--- src/rtl/sevenseg_scan_decoder.sv ---
// sevenseg_scan_decoder: recovers the digit values shown on a multiplexed
// 4-digit, 7-segment display by sampling its anode and segment lines.
// A digit is captured after SETTLE_CYCLES identical samples. Four captured
// digits form a frame, which is offered on a valid/ready output register.
// Optional build macro SEVENSEG_SCAN_ERRCNT_EN adds the err_count port, a
// saturating count of captures whose pattern was not recognised.
module sevenseg_scan_decoder #(
   parameter int unsigned SETTLE_CYCLES = 4
) (
   input  logic        clk,
   input  logic        rst_n,
   input  logic [3:0]  anodes,
   input  logic [6:0]  segments,
   input  logic        frame_ready,
   output logic        frame_valid,
   output logic [15:0] digits,
   output logic [3:0]  blank,
   output logic [3:0]  err,
   output logic        overrun
`ifdef SEVENSEG_SCAN_ERRCNT_EN
   ,
   output logic [7:0]  err_count
`endif
);

   typedef enum logic [1:0] {IDLE, SETTLE, HOLD} state_t;

   localparam logic [7:0] SETTLE_N = SETTLE_CYCLES[7:0];

   state_t      state, state_nxt;
   logic [3:0]  ref_an, ref_an_nxt;
   logic [6:0]  ref_seg, ref_seg_nxt;
   logic [7:0]  stable_cnt, cnt_nxt;
   logic        capture;
   logic        idle_eval;
   logic        an_onehot;
   logic [1:0]  cap_idx;

   logic [3:0]  dec_nib;
   logic        dec_blank;
   logic        dec_err;

   logic [3:0]  mask, mask_nxt;
   logic [15:0] buf_digits;
   logic [3:0]  buf_blank;
   logic [3:0]  buf_err;
   logic        out_free;
   logic        mask_full;
   logic        transfer;
   logic        drop;
   logic        cap_write;

   // Qualify the anode lines and locate the selected digit slot
   always_comb begin
      an_onehot = (anodes != 4'b0000) && ((anodes & (anodes - 4'd1)) == 4'b0000);
      cap_idx   = 2'd0;
      case (anodes)
         4'b0010: cap_idx = 2'd1;
         4'b0100: cap_idx = 2'd2;
         4'b1000: cap_idx = 2'd3;
         default: cap_idx = 2'd0;
      endcase
   end

   // Decode the live segment pattern; it equals the reference whenever a capture fires
   always_comb begin
      dec_nib   = 4'hE;
      dec_blank = 1'b0;
      dec_err   = 1'b0;
      case (segments)
         7'b1111110: dec_nib = 4'h0;
         7'b0110000: dec_nib = 4'h1;
         7'b1101101: dec_nib = 4'h2;
         7'b1111001: dec_nib = 4'h3;
         7'b0110011: dec_nib = 4'h4;
         7'b1011011: dec_nib = 4'h5;
         7'b1011111: dec_nib = 4'h6;
         7'b1110000: dec_nib = 4'h7;
         7'b1111111: dec_nib = 4'h8;
         7'b1110011: dec_nib = 4'h9;
         7'b0000000: begin
            dec_nib   = 4'hF;
            dec_blank = 1'b1;
         end
         default: begin
            dec_nib = 4'hE;
            dec_err = 1'b1;
         end
      endcase
   end

   // Settle FSM: next state, reference sample, stability count and capture strobe
   always_comb begin
      state_nxt   = state;
      ref_an_nxt  = ref_an;
      ref_seg_nxt = ref_seg;
      cnt_nxt     = stable_cnt;
      capture     = 1'b0;
      idle_eval   = 1'b0;
      case (state)
         IDLE: idle_eval = 1'b1;
         SETTLE: begin
            if ((anodes != ref_an) || (segments != ref_seg)) begin
               // A mismatch is handled exactly like a fresh IDLE sample
               idle_eval = 1'b1;
            end else begin
               cnt_nxt = stable_cnt + 8'd1;
               if (cnt_nxt == SETTLE_N) begin
                  capture   = 1'b1;
                  state_nxt = HOLD;
               end
            end
         end
         HOLD: begin
            if (anodes != ref_an) idle_eval = 1'b1;
         end
         default: state_nxt = IDLE;
      endcase

      if (idle_eval) begin
         if (an_onehot) begin
            ref_an_nxt  = anodes;
            ref_seg_nxt = segments;
            cnt_nxt     = 8'd1;
            if (SETTLE_N == 8'd1) begin
               capture   = 1'b1;
               state_nxt = HOLD;
            end else begin
               state_nxt = SETTLE;
            end
         end else begin
            cnt_nxt   = '0;
            state_nxt = IDLE;
         end
      end
   end

   // Capture buffer control: transfer frees the mask before a same-cycle capture lands
   always_comb begin
      out_free  = !frame_valid || frame_ready;
      mask_full = (mask == 4'b1111);
      transfer  = mask_full && out_free;
      drop      = capture && mask_full && !out_free;
      cap_write = capture && !drop;
      mask_nxt  = transfer ? 4'b0000 : mask;
      if (cap_write) mask_nxt[cap_idx] = 1'b1;
   end

   // FSM state, reference sample and stability counter registers
   always_ff @(posedge clk) begin
      if (!rst_n) begin
         state      <= IDLE;
         ref_an     <= '0;
         ref_seg    <= '0;
         stable_cnt <= '0;
      end else begin
         state      <= state_nxt;
         ref_an     <= ref_an_nxt;
         ref_seg    <= ref_seg_nxt;
         stable_cnt <= cnt_nxt;
      end
   end

   // Capture buffer slots and their fill mask
   always_ff @(posedge clk) begin
      if (!rst_n) begin
         mask       <= '0;
         buf_digits <= '0;
         buf_blank  <= '0;
         buf_err    <= '0;
      end else begin
         mask <= mask_nxt;
         if (cap_write) begin
            buf_digits[{cap_idx, 2'b00} +: 4] <= dec_nib;
            buf_blank[cap_idx]                <= dec_blank;
            buf_err[cap_idx]                  <= dec_err;
         end
      end
   end

   // Output frame register with valid/ready handshake and overrun pulse
   always_ff @(posedge clk) begin
      if (!rst_n) begin
         frame_valid <= 1'b0;
         digits      <= '0;
         blank       <= '0;
         err         <= '0;
         overrun     <= 1'b0;
      end else begin
         overrun <= drop;
         if (transfer) begin
            digits      <= buf_digits;
            blank       <= buf_blank;
            err         <= buf_err;
            frame_valid <= 1'b1;
         end else if (frame_valid && frame_ready) begin
            frame_valid <= 1'b0;
         end
      end
   end

`ifdef SEVENSEG_SCAN_ERRCNT_EN
   // Saturating count of unrecognised captures, cleared only by reset
   always_ff @(posedge clk) begin
      if (!rst_n) begin
         err_count <= '0;
      end else if (capture && dec_err && (err_count != 8'hFF)) begin
         err_count <= err_count + 8'd1;
      end
   end
`endif

endmodule

--- config.mk ---
export PLATFORM = sky130hd
export DESIGN_NAME = sevenseg_scan_decoder
export DESIGN_NICKNAME = d
export VERILOG_FILES = /design/src/rtl/sevenseg_scan_decoder.sv
export SDC_FILE = /design/constraint.sdc
export NUM_CORES = 1
export LEC_CHECK = 0
export ABC_AREA = 1
export CAP_MARGIN = 5
export CORE_MARGIN = 2
export CORE_UTILIZATION = 55
export DETAILED_ROUTE_END_ITERATION = 6
export MAX_ROUTING_LAYER = met4
export PLACE_DENSITY = 0.78
export SYNTH_ARGS = -nofsm -noshare
export SYNTH_HDL_FRONTEND = slang
export SYNTH_SLANG_ARGS = --single-unit
--- constraint.sdc ---
create_clock -name clk -period 4.4 [get_ports clk]
set_input_delay 0.44 -clock clk [delete_from_list [all_inputs] [get_ports clk]]
set_output_delay 0.44 -clock clk [all_outputs]
set_load 0.05 [all_outputs]
==> flow_summary.ini, run 1 <==
[detailed_routing]
drt_iter0_drc = 131
via_count = 3543
routed_via_density = 5.04
drtAntennaViolNets = 0
dr.pass1.iters = 5
drc = 0
avgRoutedWirePerCell_um = 11.4
routed_wl_mm = 8.05

[place]
io_buffer_count = 39
dpl_cell_area_um2 = 4170
place_inst = 687
post-place-ws_ns = 1.68
place.gp.congestion = 0.900
place_hpwl_mm = 5.76

[setup_path]
crit_required_ns = 4.63
crit_chain = clkdlybuf4s50_1, or2_2, nand3_1, ha_1, clkinv_1, nand3_1, nor2_1, o21ai_0, nor2_1
start_kind = primary input
r2r_setup_slack_ns = 2.03
cpMaxStageDelayCell = clkdlybuf4s50_1
cp_max_fo = 9
r2r_start = stable_cnt[0]
cp-end-kind = flop
r2r_end = buf_digits[14]
cp.arrival_ns = 2.65
crit_type = in2reg
worstRegToRegCells = 10
max_stage_delay_ns = 0.48
startpoint = anodes[1]

[timing]
final_hold_viol_count = 0
finalMaxSlewViolations = 0
rsz0062_at_grt = no
tightest_slew_ns = 0.627
fin_ws_ns = 1.98
setup_violations = 0
fin_crit_sh_pct = 55.0
fin_skew_ns = 0.00899
fin_tns_setup_ns = 0
fmax_mhz = 413
fin_hold_ws_ns = 0.456
fin_crit_ns = 2.42
relSlewSlack_pct = 58.1

[clock_tree]
cts_tree = done
numCtsBuffers = 9
root_buffer = clkbuf_8
cts_htree_levels = 3
cts_max_path_buffers = 2
path_clk_slew_ns = 0.08
ctsHoldBuffers = 0
ctsResizeCount = 0
cts_sinks = 75
post_cts_buffers = 0
clk_latency_ns = 0.34

[synthesis]
synth_fp_nets = 607
synth-seq-cells = 75
synth.distinct_cells = 26
yosys.area.top_type = dfxtp_1
ys_seq_area_share_pct = 40.3
syn_area_um2 = 3730
synth_top_area_share_pct = 40.3
synth_area_leaders = dfxtp_1, nand2_1, inv_1
syn_inst = 585
yosysWarnings = 0
avgSynthCellArea_um2 = 6.37

[finish]
finish.utilization_pct = 67.5
instances_no_fill = 703
antenna_cells = 0
fillers = 582
syn_to_final_growth_pct = 17.0
final_nets = 643
design_area_um2 = 4360
drive_above_1_share_pct = 3.99

[pwr]
powerDensity_nw_per_um2 = 304
p_leak_nw = 1.89
p_total_mw = 1.32
max-vdd-ir-drop_mv = 0.178

[floorplanning]
ios = 40
die_w_um = 86.3
start_util_pct = 57.7
die_h_um = 86.3
rows = 29
fp.dieArea_um2 = 7450
core-area_um2 = 6460

[min_path]
hold_path_end = digits[3]
min_from = buf_digits[3]
hold_depth = 2
hold_class = reg2reg

[global_route]
antenna_found_initial = 0
first_global_vias = 3247
grt_max_degree = 54
track_usage_pct = 24.0
grt_remaining_overflow = 0
grt_pass1_wl_mm = 14.2

[run]
cap_violations = 0

[run_status]
status = complete, no violations
## report_power, final
group          switching, mW  total [mW]  leakage [nW]  internal [mW]
Clock                  0.254       0.518        0.0966          0.263
Combinational         0.0730       0.112          1.18         0.0392
Sequential           0.00594       0.694         0.606          0.688
## how the worst max path moves through the flow
stage	end	slack, ns	depth (start not counted)
floorplan	buf_digits[14]	2.52	8
global placement	buf_digits[14]	1.71	9
detailed placement	ref_seg[2]	1.68	10
CTS	buf_digits[14]	2.02	9
global route	ref_seg[2]	1.64	10
finish	buf_digits[14]	1.98	9
## worst max-delay path: cells and delay by family
| family | cells | cell delay [ns] |
|---|---|---|
| buffers and inverters | 2 | 0.76 |
| AO/OA/AOI/OAI | 1 | 0.19 |
| adder cells (fa/ha/maj) | 1 | 0.36 |
| AND/OR/NAND/NOR | 5 | 0.89 |
## final cells by class
class,count,area [um2],area share [%]
multi-input cells,406,1830,42.0
flip-flops and latches,75,1500,34.4
repair buffers,41,405,9.30
inverters,88,330,7.58
clock buffers,10,128,2.93
well taps,77,96.3,2.21
clock inverters,6,65.1,1.49
## cell usage after synthesis
library cell and instances:
nor2_2 1, xor2_1 1, or2_2 2, ha_1 8
clkinv_1 2, nand2_1 175, dfxtp_1 75, o21ai_1 1
xnor2_1 3, inv_1 85, a21oi_1 52, o21ai_0 41
nor2b_1 1, clkbuf_2 1, o21bai_1 1, nor3_1 3
nand4_1 8, o211ai_1 1, nand2_2 2, nor3_4 1
clkbuf_1 13, inv_2 1, nand3_1 29, buf_2 2
nand3b_1 1, nor2_1 75
## metal layers
metal  vias up  share of wire (%)  global-route usage, %
li1       1890                  -                      -
met1      1558                 48                   30.9
met2        84                 46                   39.1
met3        11                4.3                   3.24
met4         0                1.2                   7.81
met5         -                  0                      -
## kinds of logic (layout without fill, tap and decap cells)
family / after synthesis / in the layout / synth area share, %
AND/OR/NAND/NOR: 298 / 298 / 32.5
flip-flops: 75 / 75 / 40.3
buffers and inverters: 104 / 145 / 10.6
AO/OA/AOI/OAI: 96 / 96 / 13.0
adder cells (fa/ha/maj): 8 / 8 / 2.69
XOR/XNOR: 4 / 4 / 0.940
## flip-flops by register name, indices dropped and copies added (netlist names)
signal       count
buf_digits      16
digits          16
stable_cnt       8
ref_seg          7
blank            4
buf_blank        4
buf_err          4
err              4
mask             4
ref_an           4
state            2
frame_valid      1
overrun          1
## placed cells by master, fill, tap and decap left out, drive strengths merged
| cell type | n |
|---|---|
| bufinv | 1 |
| xnor2 | 3 |
| clkdlybuf4s50 | 39 |
| nor3 | 4 |
| clkinv | 5 |
| o21ai | 42 |
| nand3b | 1 |
| nor2 | 76 |
| ha | 8 |
| clkbuf | 10 |
| nand3 | 29 |
| xor2 | 1 |
| nor2b | 1 |
| clkinvlp | 1 |
| o211ai | 1 |
| a21oi | 52 |
| buf | 2 |
| nand2 | 177 |
| dfxtp | 75 |
| o21bai | 1 |
| or2 | 2 |
| nand4 | 8 |
| inv | 87 |
Note: power is estimated with default switching activity, not from simulation.
==> run 2, diff against run 1 <==
--- a/config.mk
+++ b/config.mk
@@ -8,10 +8,10 @@
 export ABC_AREA = 1
 export CAP_MARGIN = 5
 export CORE_MARGIN = 2
-export CORE_UTILIZATION = 55
+export CORE_UTILIZATION = 51
 export DETAILED_ROUTE_END_ITERATION = 6
 export MAX_ROUTING_LAYER = met4
-export PLACE_DENSITY = 0.78
+export PLACE_DENSITY = 0.76
 export SYNTH_ARGS = -nofsm -noshare
 export SYNTH_HDL_FRONTEND = slang
 export SYNTH_SLANG_ARGS = --single-unit
==> constraint.sdc (replaced) <==
create_clock -name clk -period 2 [get_ports clk]
set_input_delay 0.2 -clock clk [delete_from_list [all_inputs] [get_ports clk]]
set_output_delay 0.2 -clock clk [all_outputs]
set_load 0.05 [all_outputs]
==> flow_summary.ini, run 2 (synthesized netlist as in run 1, its figures left out) <==
[run_status]
status = complete, no violations

[clock_tree]
cts_tree = done
cts_htree_levels = 3
numCtsBuffers = 9
cts_sinks = 75
clk_latency_ns = 0.35
ctsHoldBuffers = 0
path_clk_slew_ns = 0.08
cts_max_path_buffers = 2
root_buffer = clkbuf_8

[finish]
antenna_cells = 0
reg_top3 = buf_digits: 16 flops, digits: 16 flops, stable_cnt: 8 flops
multi_input_area_um2 = 1920
most-common-layout-cells = nand2_1, inv_1, nor2_1, dfxtp_1, a21oi_1
drive_above_1_share_pct = 15.1
layout_commonest_cell = nand2_1
finish.utilization_pct = 68.8
fillers = 640
design_area_um2 = 4940
final_nets = 697
syn_to_final_growth_pct = 32.5
ff_latch_area_um2 = 1510

[floorplanning]
core-area_um2 = 7180
start_util_pct = 51.9
ios = 40
fp.dieArea_um2 = 8010
die_h_um = 89.5
die_w_um = 89.5
rows = 31

[setup_path]
cp_max_fo = 4
cp.arrival_ns = 2.19
start_kind = flop
crit_required_ns = 2.29
crit_chain = buf_6, nand3_1, o21ai_1, nand2_1, nor2_4, nand2_4, nor2_4, buf_6, nand4_1, buf_6, nand2_1, inv_1, nor2_1
crit_buf_inv = 4
cp-end-kind = flop
max_stage_delay_ns = 0.37
cpMaxStageDelayCell = dfxtp_4
cp_top_family = simple AND/OR/NAND/NOR gates
crit_type = reg2reg
critPathMostFrequentCell = buf_6

[pwr]
p_int_mw = 2.12
powerDensity_nw_per_um2 = 593
clkPwrFrac_pct = 37.1
p_leak_nw = 2.19
power.share.sequential_pct = 52.0
combPwrFrac_pct = 10.9
switchingPower_uw = 809
max-vdd-ir-drop_mv = 0.352
swShare_pct = 27.6

[timing]
setup_violations = 0
fin_ws_ns = 0.0990
fin_crit_sh_pct = 95.0
fmax_mhz = 526
tightest_slew_ns = 0.517
finalMaxSlewViolations = 0
final_hold_viol_count = 0
relSlewSlack_pct = 65.4
fin_skew_ns = 0.0123
fin_crit_ns = 1.90

[detailed_routing]
routed_wl_mm = 9.15
avgRoutedWirePerCell_um = 11.7
drt_iter0_drc = 153
via_count = 3852
dr.pass1.iters = 5
routed_via_density = 4.94
drtAntennaViolNets = 0
drc = 0

[global_route]
grt_remaining_overflow = 0
first_global_vias = 3617
grt_pass1_wl_mm = 15.2
antenna_found_initial = 0
track_usage_pct = 24.5
grt_max_degree = 45

[min_path]
hold_class = in2reg

[place]
post-place-ws_ns = -0.259
place_hpwl_mm = 6.62
dpl_cell_area_um2 = 4610
io_buffer_count = 39
place.gp.congestion = 0.971

[run]
cap_violations = 0
run 2: worst register-to-register path: cells and delay by family (launching register included):
kind,cells,cell delay [ns]
buffers and inverters,4,0.46
AOI/OAI and AO/OA,1,0.14
and+or+nand+nor,8,0.86
DFF,1,0.37
run 2: final timing paths:
kind / from / end / slack, ns / cells past startpoint
max: stable_cnt[1] / buf_digits[13] / 0.1 / 13
min: segments[4] / ref_seg[4] / 0.30 / 3
min reg2reg: buf_digits[13] / digits[13] / 0.45 / 2
max reg2reg: stable_cnt[1] / buf_digits[13] / 0.1 / 13
run 2: cell type report:
cell class | instances | area share, %
timing repair buffer | 95 | 17.5
tap | 99 | 2.51
sequential | 75 | 30.7
multi-input combinational | 406 | 39.0
inverter | 88 | 6.69
clock buffer | 9 | 2.51
clock inverter | 7 | 1.19
run 2: through the flow:
step / TNS [ns] / hold WS (ns) / cells / power [mW]
after global routing: -0.204 / 0.323 / 779 / 3.05
final: 0 / 0.297 / 779 / 2.93
after CTS: 0 / 0.453 / 776 / 2.94
after detailed placement: -5.49 / 0.442 / 760 / 1.87
after floorplan: 0 / 0.364 / 585 / 1.73
after global placement: -2.15 / 0.438 / 760 / 1.86
run 2: power groups by stage:
stage	clock, mW	sequential [mW]	combinational (mW)
after floorplan	0	1.56	0.173
after global placement	0	1.56	0.304
after detailed placement	0	1.56	0.311
after CTS	1.11	1.52	0.312
after global routing	1.16	1.53	0.357
final	1.09	1.52	0.318
run 2: what timing repair did:
action,4_1_cts,5_1_grt
pin swaps,0,12
setup endpoints to repair,8,23
setup buffers,0,3
gates resized for setup,2,38
gates cloned,0,0
run 2: per-layer routing:
layer | GRT usage (%) | routed length [um] | vias up
li1 | - | - | 2003
met5 | - | 0 | -
met4 | 9.09 | 216 | 0
met2 | 40.7 | 4430 | 98
met1 | 30.3 | 4190 | 1728
met3 | 3.51 | 307 | 23
==> run 3, diff against run 2 <==
--- a/config.mk
+++ b/config.mk
@@ -12,6 +12,7 @@
 export DETAILED_ROUTE_END_ITERATION = 6
 export MAX_ROUTING_LAYER = met4
 export PLACE_DENSITY = 0.76
+export SKIP_CTS_REPAIR_TIMING = 1
 export SYNTH_ARGS = -nofsm -noshare
 export SYNTH_HDL_FRONTEND = slang
 export SYNTH_SLANG_ARGS = --single-unit
==> flow_summary.ini, run 3 (synthesized netlist as in run 1, its figures left out) <==
[min_path]
hold_path_end = ref_seg[4]
min_from = segments[4]
hold_class = in2reg
hold_depth = 3

[global_route]
track_usage_pct = 24.5
first_global_vias = 3617
grt_remaining_overflow = 0
grt_max_degree = 45
grt_pass1_wl_mm = 15.2
antenna_found_initial = 0

[clock_tree]
root_buffer = clkbuf_8
cts_htree_levels = 3
cts_tree = done
cts_max_path_buffers = 2
cts_sinks = 75
clk_latency_ns = 0.35
numCtsBuffers = 9
path_clk_slew_ns = 0.08

[place]
io_buffer_count = 39
place.gp.congestion = 0.971
place_inst = 760
place_hpwl_mm = 6.62

[floorplanning]
rows = 31
die_w_um = 89.5
ios = 40
fp.dieArea_um2 = 8010
start_util_pct = 51.9
core-area_um2 = 7180
die_h_um = 89.5

[setup_path]
crit_buf_inv = 4
cp_top_family = simple AND/OR/NAND/NOR gates
crit_type = reg2reg
crit_chain = buf_6, nand2_4, nor2_4, nand2_1, nand2_1, nand2_2, nor2_4, nand2_4, nor2_4, buf_6, nand4_1, buf_6, nand2_1, inv_1, nor2_1
r2r_start = stable_cnt[1]
cpMaxStageDelayCell = dfxtp_4
worstRegToRegCells = 15
r2r_setup_slack_ns = 0.08
max_stage_delay_ns = 0.37
cp.arrival_ns = 2.21
start_kind = flop
r2r_end = buf_digits[13]
cp-end-kind = flop
cp_max_fo = 4
crit_required_ns = 2.29

[finish]
drive_above_1_share_pct = 15.2
antenna_cells = 0
reg_top3 = buf_digits: 16 flops, digits: 16 flops, stable_cnt: 8 flops
instances_no_fill = 778
fillers = 638
final_nets = 696
most-common-layout-cells = nand2_1, inv_1, dfxtp_1, nor2_1, a21oi_1
layout_commonest_cell = nand2_1
syn_to_final_growth_pct = 32.4

[pwr]
p_leak_nw = 2.19
powerDensity_nw_per_um2 = 595
max-vdd-ir-drop_mv = 0.354

[run]
cap_violations = 0

[timing]
fin_crit_sh_pct = 95.9
fin_skew_ns = 0.0119
fin_hold_ws_ns = 0.296
tightest_slew_ns = 0.517
fmax_mhz = 521
setup_violations = 0
final_hold_viol_count = 0
fin_crit_ns = 1.92
finalMaxSlewViolations = 0
relSlewSlack_pct = 65.4

[detailed_routing]
drt_iter0_drc = 171
drtAntennaViolNets = 0
via_count = 3873
avgRoutedWirePerCell_um = 11.8
routed_via_density = 4.98
dr.pass1.iters = 6
drc = 0
routed_wl_mm = 9.20

[run_status]
status = complete, no violations
[run 3: cell types whose count changed in the layout (fill, tap and decap cells not counted), sizes merged]
cell and change:
buf -1
[run 3: cell type report]
type / count / area [um2] / area share, %
clock buffer: 9 / 124 / 2.51
clock inverter: 7 / 58.8 / 1.19
inverter: 88 / 330 / 6.70
multi-input combinational: 406 / 1930 / 39.1
sequential: 75 / 1510 / 30.7
tap: 99 / 124 / 2.51
timing repair buffer: 94 / 855 / 17.3
[run 3: stage by stage]
stage                     TNS, ns  setup WS (ns)  area, um2  total power [mW]  util (%)
final                           0         0.0815       4930              2.93      68.7
after global routing       -0.113        -0.0384       4930              3.05      68.7
after CTS                  -0.273        -0.0623       4800              2.94      66.9
after detailed placement    -5.49         -0.259       4610              1.87      64.3
after global placement      -2.15         -0.154       4610              1.86      64.3
after floorplan                 0          0.164       3730              1.73         -
[run 3: worst register-to-register path, stage by stage, from the launching register on]
cell,delay [ns]
dfxtp_4,0.37
buf_6,0.11
nand2_4,0.05
nor2_4,0.12
nand2_1,0.06
nand2_1,0.07
nand2_2,0.08
nor2_4,0.13
nand2_4,0.09
nor2_4,0.11
buf_6,0.12
nand4_1,0.18
buf_6,0.20
nand2_1,0.05
inv_1,0.03
nor2_1,0.07
[run 3: worst max path at each step]
| stage | from | slack, ns | to | depth (start not counted) |
|---|---|---|---|---|
| after floorplan | stable_cnt[1] | 0.16 | buf_digits[12] | 10 |
| after global placement | anodes[3] | -0.15 | buf_digits[13] | 12 |
| after detailed placement | anodes[3] | -0.26 | buf_digits[14] | 10 |
| after CTS | stable_cnt[0] | -0.06 | buf_digits[15] | 13 |
| after global routing | stable_cnt[1] | -0.04 | buf_digits[14] | 15 |
| final | stable_cnt[1] | 0.08 | buf_digits[13] | 15 |
[run 3: where the power goes]
group | total (mW) | switching, mW | internal [mW]
logic | 0.320 | 0.178 | 0.141
registers | 1.52 | 0.0127 | 1.51
clock network | 1.09 | 0.622 | 0.469
total | 2.93 | 0.813 | 2.12
[run 3: per-layer routing]
layer / part of all wire (%) / wire (um) / GRT usage [%]
met1: 45 / 4170 / 30.3
met3: 4.0 / 372 / 3.51
met5: 0 / 0 / -
met4: 2.3 / 216 / 9.09
met2: 48 / 4440 / 40.7
